$ cat config.mk
export PLATFORM = sky130hd
export DESIGN_NAME = iob_regfile_wr_arb_flat
export DESIGN_NICKNAME = d
export VERILOG_FILES = /design/src/rtl/iob_regfile_wr_arb_if.sv /design/src/rtl/iob_regfile_wr_arb.sv /design/src/flat_wrapper.sv
export SDC_FILE = /design/constraint.sdc
export NUM_CORES = 1
export LEC_CHECK = 0
export BUFFER_PORTS_ARGS = -buffer_cell sky130_fd_sc_hd__buf_2
export CAP_MARGIN = 10
export CORE_MARGIN = 5
export CORE_UTILIZATION = 30
export CTS_CLUSTER_SIZE = 40
export DETAILED_ROUTE_END_ITERATION = 12
export HOLD_SLACK_MARGIN = 0.1
export MAX_ROUTING_LAYER = met4
export PLACE_DENSITY_LB_ADDON = 0.1
export SLEW_MARGIN = 20
export SYNTH_ARGS = -nofsm -noshare
export SYNTH_HDL_FRONTEND = slang
export SYNTH_SLANG_ARGS = --single-unit
$ cat constraint.sdc
create_clock -name clk -period 1.91 [get_ports clk]
set_input_delay 0.2865 -clock clk [delete_from_list [all_inputs] [get_ports clk]]
set_output_delay 0.2865 -clock clk [all_outputs]
set_load 0.03 [all_outputs]
$ cat src/rtl/iob_regfile_wr_arb_if.sv
// Write-side bus between the two requesting datapaths, the clear control and
// the register file write port A.
interface iob_regfile_wr_arb_if #(
    parameter int ADDR_W = 2,
    parameter int DATA_W = 32
);
    logic              req0;
    logic [ADDR_W-1:0] addr0;
    logic [DATA_W-1:0] wdata0;
    logic              ack0;
    logic              req1;
    logic [ADDR_W-1:0] addr1;
    logic [DATA_W-1:0] wdata1;
    logic              ack1;
    logic              clr;
    logic              busy;
    logic              we;
    logic [ADDR_W-1:0] addr;
    logic [DATA_W-1:0] wdata;

    // Requesters and clear source drive the bus.
    modport master (
        output req0, addr0, wdata0, req1, addr1, wdata1, clr,
        input  ack0, ack1, busy, we, addr, wdata
    );

    // The arbiter serves the bus.
    modport slave (
        input  req0, addr0, wdata0, req1, addr1, wdata1, clr,
        output ack0, ack1, busy, we, addr, wdata
    );
endinterface

$ cat src/rtl/iob_regfile_wr_arb.sv
// Round-robin write arbiter for register file port A, with a clear sequencer
// that zeroes every entry after a one-cycle clr pulse.
module iob_regfile_wr_arb #(
    parameter int ADDR_W = 2,
    parameter int DATA_W = 32
) (
    input logic                 clk,
    input logic                 rst,
    iob_regfile_wr_arb_if.slave bus
);
    localparam logic [ADDR_W-1:0] LAST_ADDR = '1;

    typedef enum logic {
        IDLE  = 1'b0,
        CLEAR = 1'b1
    } state_t;

    state_t            state;
    state_t            nextState;
    logic              last;
    logic [ADDR_W-1:0] cnt;
    logic              grant0;
    logic              grant1;
    logic              weQ;
    logic [ADDR_W-1:0] addrQ;
    logic [DATA_W-1:0] wdataQ;

    always_comb begin
        nextState = state;
        grant0    = 1'b0;
        grant1    = 1'b0;
        case (state)
            IDLE: begin
                // A same-cycle clr takes priority over any pending request.
                if (bus.clr) begin
                    nextState = CLEAR;
                end else if (bus.req0 && bus.req1) begin
                    grant0 = last;
                    grant1 = ~last;
                end else begin
                    grant0 = bus.req0;
                    grant1 = bus.req1;
                end
            end
            CLEAR: begin
                if (cnt == LAST_ADDR) begin
                    nextState = IDLE;
                end
            end
            default: nextState = IDLE;
        endcase
        if (rst) begin
            grant0 = 1'b0;
            grant1 = 1'b0;
        end
    end

    // Issue stage: winning write or clear write registered onto port A.
    always_ff @(posedge clk) begin
        if (rst) begin
            state  <= IDLE;
            cnt    <= '0;
            last   <= 1'b1;
            weQ    <= 1'b0;
            addrQ  <= '0;
            wdataQ <= '0;
        end else begin
            state <= nextState;
            if (grant0) begin
                last <= 1'b0;
            end else if (grant1) begin
                last <= 1'b1;
            end
            if (state == CLEAR) begin
                cnt    <= cnt + ADDR_W'(1);
                weQ    <= 1'b1;
                addrQ  <= cnt;
                wdataQ <= '0;
            end else if (grant0) begin
                weQ    <= 1'b1;
                addrQ  <= bus.addr0;
                wdataQ <= bus.wdata0;
            end else if (grant1) begin
                weQ    <= 1'b1;
                addrQ  <= bus.addr1;
                wdataQ <= bus.wdata1;
            end else begin
                weQ    <= 1'b0;
            end
        end
    end

    assign bus.ack0  = grant0;
    assign bus.ack1  = grant1;
    assign bus.busy  = (state == CLEAR);
    assign bus.we    = weQ;
    assign bus.addr  = addrQ;
    assign bus.wdata = wdataQ;
endmodule
$ cat src/flat_wrapper.sv
// flat-port wrapper written by rule: the top's interface ports become plain ports
module iob_regfile_wr_arb_flat 
#(
    parameter int ADDR_W = 2,
    parameter int DATA_W = 32
)
  (clk, rst, bus_req0, bus_addr0, bus_wdata0, bus_req1, bus_addr1, bus_wdata1, bus_clr, bus_ack0, bus_ack1, bus_busy, bus_we, bus_addr, bus_wdata);
  iob_regfile_wr_arb_if #(.ADDR_W(ADDR_W), .DATA_W(DATA_W)) bus_i ();
  input logic clk;
  input logic rst;
  input wire logic [$bits(bus_i.req0)-1:0] bus_req0;
  input wire logic [$bits(bus_i.addr0)-1:0] bus_addr0;
  input wire logic [$bits(bus_i.wdata0)-1:0] bus_wdata0;
  input wire logic [$bits(bus_i.req1)-1:0] bus_req1;
  input wire logic [$bits(bus_i.addr1)-1:0] bus_addr1;
  input wire logic [$bits(bus_i.wdata1)-1:0] bus_wdata1;
  input wire logic [$bits(bus_i.clr)-1:0] bus_clr;
  output wire logic [$bits(bus_i.ack0)-1:0] bus_ack0;
  output wire logic [$bits(bus_i.ack1)-1:0] bus_ack1;
  output wire logic [$bits(bus_i.busy)-1:0] bus_busy;
  output wire logic [$bits(bus_i.we)-1:0] bus_we;
  output wire logic [$bits(bus_i.addr)-1:0] bus_addr;
  output wire logic [$bits(bus_i.wdata)-1:0] bus_wdata;
  assign bus_i.req0 = bus_req0;
  assign bus_i.addr0 = bus_addr0;
  assign bus_i.wdata0 = bus_wdata0;
  assign bus_i.req1 = bus_req1;
  assign bus_i.addr1 = bus_addr1;
  assign bus_i.wdata1 = bus_wdata1;
  assign bus_i.clr = bus_clr;
  assign bus_ack0 = bus_i.ack0;
  assign bus_ack1 = bus_i.ack1;
  assign bus_busy = bus_i.busy;
  assign bus_we = bus_i.we;
  assign bus_addr = bus_i.addr;
  assign bus_wdata = bus_i.wdata;
  iob_regfile_wr_arb #(.ADDR_W(ADDR_W), .DATA_W(DATA_W)) u_core (.clk(clk), .rst(rst), .bus(bus_i));
endmodule
[After elaboration in Yosys (flattened, before gate mapping)]
Cells that the tools add are included.
W data, S select, Z words.
Word-level totals
  output and inout bits: 38
  word-level logic and storage cells: 35
  input bits: 73
  flip-flop bits (word level): 39
Operators by class
  reduce and logical (&&, ||, !) cells: 4
  eq/ne operators: 1
  mux-type cells: 21
  add/sub/neg operators: 1
  bitwise gates (word level): 2
Operators by type and width (number)
  $mux W32: 2
  $mux W1: 15
  $mux W2: 3
  $reduce_bool A3 Y1: 1
  $add A2 B1 Y2 const B: 1
  $eq A2 B2 Y1 const B: 1
  $not A1 Y1: 2
  $pmux W1 S2: 1
  $reduce_bool A2 Y1: 1
  $reduce_or A2 Y1: 1
  $logic_and A1 B1 Y1: 1

[Longest topological paths before layout]
  depth after elaboration: 8
  depth in mapped cells: 7
  depth with buffers taken out: 4

[Worst setup path before layout]
No wires, ideal clock.
  path kind: register to register
  from: register u_core.state (netlist: u_core.bus.busy)
  to: register u_core.wdataQ[0] (netlist: u_core.bus.wdata[0])
  arrival: 1531 ps
  buffers on the path: 3
  data required time: 1782 ps
  stages on the path, launching flop included: 8
  path slack: 252 ps
  period minus slack after synthesis: 1658 ps
  library setup time: 128 ps
  cells stage by stage: dfxtp_1 -> buf_6 -> nor3_4 -> and3b_1 -> buf_6 -> buf_6 -> a222oi_1 -> nor2_1
Between the ends
  cells in the longest elaborated chain, start to end: 3
  elaborated cells between the ends (all ways): 7
  classes of those cells: mux (5); reduce/logical (2)
RTL lines
  start: declaration: RTL line iob_regfile_wr_arb.sv:18  | state_t state;
  start signal: assignment: RTL line iob_regfile_wr_arb.sv:68  | state <= nextState;
  $mux W1 (*): RTL line iob_regfile_wr_arb.sv:32  | case (state)
  $mux W1 (*): RTL line iob_regfile_wr_arb.sv:52  | if (rst) begin
  via bus_ack0: RTL line flat_wrapper.sv:18  | output wire logic [$bits(bus_i.ack0)-1:0] bus_ack0;
  $mux W32 or $reduce_bool A2 Y1 (tied branches)
  end signal: assignment: RTL line iob_regfile_wr_arb.sv:82  | wdataQ <= bus.wdata0;
  end signal: assignment: RTL line iob_regfile_wr_arb.sv:86  | wdataQ <= bus.wdata1;
  end: declaration: RTL line iob_regfile_wr_arb.sv:26  | logic [DATA_W-1:0] wdataQ;
The timed path passes the listed nets; every way through them passes the cells marked *.
A chain may end at the register's enable or synchronous reset.

[Final worst setup path]
  from: register u_core.state (netlist: u_core.bus.busy)
  to: output port bus_ack0
Between the ends
  cells in the longest elaborated chain, start to end: 2
RTL lines (RTL line)
  $mux W1: iob_regfile_wr_arb.sv:32
  $mux W1: iob_regfile_wr_arb.sv:52
  end: declaration: flat_wrapper.sv:18
Every way passes these cells.

==> results_dict.tcl <==
set metrics [dict create \
    slowest_delay_ns 0.33 \
    cp_slowest_cell "dfxtp_1" \
    rsz0062_at_grt "false" \
    vias_per_cell 4.95 \
    crit_buf_inv 2 \
    avgRoutedWirePerCell_um 14.4 \
    fin_crit_sh_pct 93.4 \
    fin_skew_ns 0.00692 \
    cts-root-buf "clkbuf_8" \
    start_kind "flip-flop" \
    dpl.hpwl_um 3340 \
    antenna_cells 0 \
    synthCells 146 \
    grt_pass1_wl_um 7060 \
    num_rows 26 \
    relSlewSlack_pct 63.4 \
    cts_inserted_buffers 5 \
    critical_path.endpoint_type "output pin" \
    synth-seq-area-share_pct 51.4 \
    netlist_area_sq_mm 0.00152 \
    finalSetupTns_ns 0 \
    post-cts-setup-buffers 0 \
    dieArea_sq_mm 0.00659 \
    die_w_um 81.2 \
    drtIter0Drc 199 \
    cts_resized 0 \
    nNetsFinal 328 \
    crit_arrival_ns 1.50 \
    area_delta_synth_final_pct 45.3 \
    drc 0 \
    synth_seq_cells 39 \
    clockBufferDepth 2 \
    synth_nets 220 \
    syn_avg_cell_area_sq_um 10.4 \
    clk_latency_ns 0.29 \
    core-area_sq_mm 0.00501 \
    grt_use_total_pct 14.4 \
    io_buffers 110 \
    die_h_um 81.2 \
    fmax_ghz 0.561 \
    status "complete, no violations" \
    drive_gt1_share_pct 49.4 \
    synth_top_flop_cell "dfxtp_1" \
    crit_type "reg -> out" \
    cts_tree "built" \
    ir_drop_mv 0.298 \
    power_density_mw_per_mm2 763 \
    hold_violations 0 \
    worstPathRequired_ns 1.62 \
    synth-edff-count 0 \
    drtAntennaViolNets 0 \
    async_flop_share_pct 0 \
    place.gp.congestion 0.740 \
    setup_viol 0 \
    postCtsHoldBufs 0 \
    maxSlewViolCount 0 \
    maxCapViolCount 0 \
    io_pins 111 \
    path_clk_slew_ns 0.08 \
    crit_chain "nor3_4 > and3b_1 > buf_12 > buf_2" \
    crit_family "simple AND/OR/NAND/NOR gates" \
    clock_sinks 39 \
    fin_util_pct 44.1 \
    grt_pass1_vias 1488 \
    overflow 0 \
    min_period_ns 1.78 \
    htree_levels 2 \
    path_max_fanout 35 \
    antenna_found_initial 0 \
    grt_start_max_net_pins 36 \
    worst_pin_slew_ns 0.549 \
    initial_core_util_pct 30.3 \
    vias 1609 \
    synth_cell_types 25 \
    p_leak_uw 0.00107 \
    dr.pass1.iters 5 \
    min_path_type "in -> reg" \
    yosys_warnings 0 \
    wl_um 4680 \
]
## cell usage after synthesis (2+ instances only)
cell type,n,area [sq um]
dfxtp_1,39,781
nor2_1,35,131
a222oi_1,32,320
buf_2,5,25.0
buf_6,5,56.3
nand2_1,4,15.0
buf_4,3,22.5
clkbuf_1,3,11.3
mux2i_1,3,30.0
inv_1,2,7.51
## layout make-up
cell class / count / area (sq um)
sequential: 39 / 781
clock buffer: 6 / 72.6
clock inverter: 2 / 12.5
fill: 542 / 2800
multi-input combinational: 89 / 621
timing repair buffer: 117 / 628
inverter: 2 / 7.51
tap: 70 / 87.6
## through the flow
| step | cell area (sq um) | setup slack, ns | total power [uW] | hold slack, ns | cells |
|---|---|---|---|---|---|
| floorplan | 1520 | 0.252 | 1040 | 0.456 | 146 |
| global placement | 2120 | 0.355 | 1170 | 0.476 | 317 |
| detailed placement | 2120 | 0.348 | 1170 | 0.482 | 317 |
| CTS | 2210 | 0.106 | 1720 | 0.243 | 325 |
| global route | 2210 | 0.0466 | 1790 | 0.243 | 325 |
| finish | 2210 | 0.127 | 1690 | 0.250 | 325 |
## registers in the layout, summed over array words and instances, names as in the netlist
name              count
u_core.bus.wdata     32
u_core.bus.addr       2
u_core.cnt            2
u_core.bus.busy       1
u_core.bus.we         1
u_core.last           1
## cell usage in the layout, fill, tap and decap left out, types with 2 or more instances in the layout
| cell type | Yosys | layout |
|---|---|---|
| nand2_1 | 4 | 4 |
| buf_12 | 0 | 2 |
| dfxtp_1 | 39 | 39 |
| mux2i_1 | 3 | 3 |
| clkbuf_8 | 0 | 5 |
| a222oi_1 | 32 | 32 |
| inv_1 | 2 | 2 |
| buf_2 | 5 | 110 |
| buf_4 | 3 | 5 |
| nor2_1 | 35 | 35 |
## routing by layer
layer,vias up,global-route usage (%),part of all wire (%)
met2,84,22.4,46
met4,0,4.90,0.88
met5,-,-,0
met3,5,5.32,11
li1,791,-,-
met1,729,17.1,42
## report_power, final
part           internal, uW  switching, uW  leakage, uW
clock                   255            284    0.0000412
combinational           128            159     0.000714
sequential              843           16.7     0.000317
total                  1230            460      0.00107
## worst reg2reg max path: stages (launching register included)
cell      delay (ns)
dfxtp_1         0.33
nor3_4          0.21
and3b_1         0.23
buf_12          0.21
mux2i_1         0.20
o221ai_1        0.12
## final timing paths
path / cells after the start / endpoint / from / slack (ns)
worst max-delay path: 4 / bus_ack0 / u_core.bus.busy / 0.13
worst min-delay path: 3 / u_core.bus.wdata[27] / bus_wdata1[27] / 0.25
worst max register to register: 5 / u_core.bus.addr[0] / u_core.bus.busy / 0.46
worst min register to register: 2 / u_core.bus.wdata[31] / u_core.bus.wdata[31] / 0.50
## logic make-up (layout without fill, tap and decap cells)
group                      count (synthesis)  count (layout)  share of synthesized area [%]
adders and majority gates                  1               1                          0.823
muxes                                      3               3                           1.98
xor gates and xnor gates                   1               1                          0.576
and+or+nand+nor                           45              45                           12.9
DFF                                       39              39                           51.4
AOI/OAI and AO/OA                         39              39                           24.3
buffers and inverters                     18             127                           8.07
(Power assumes the default switching activity.)
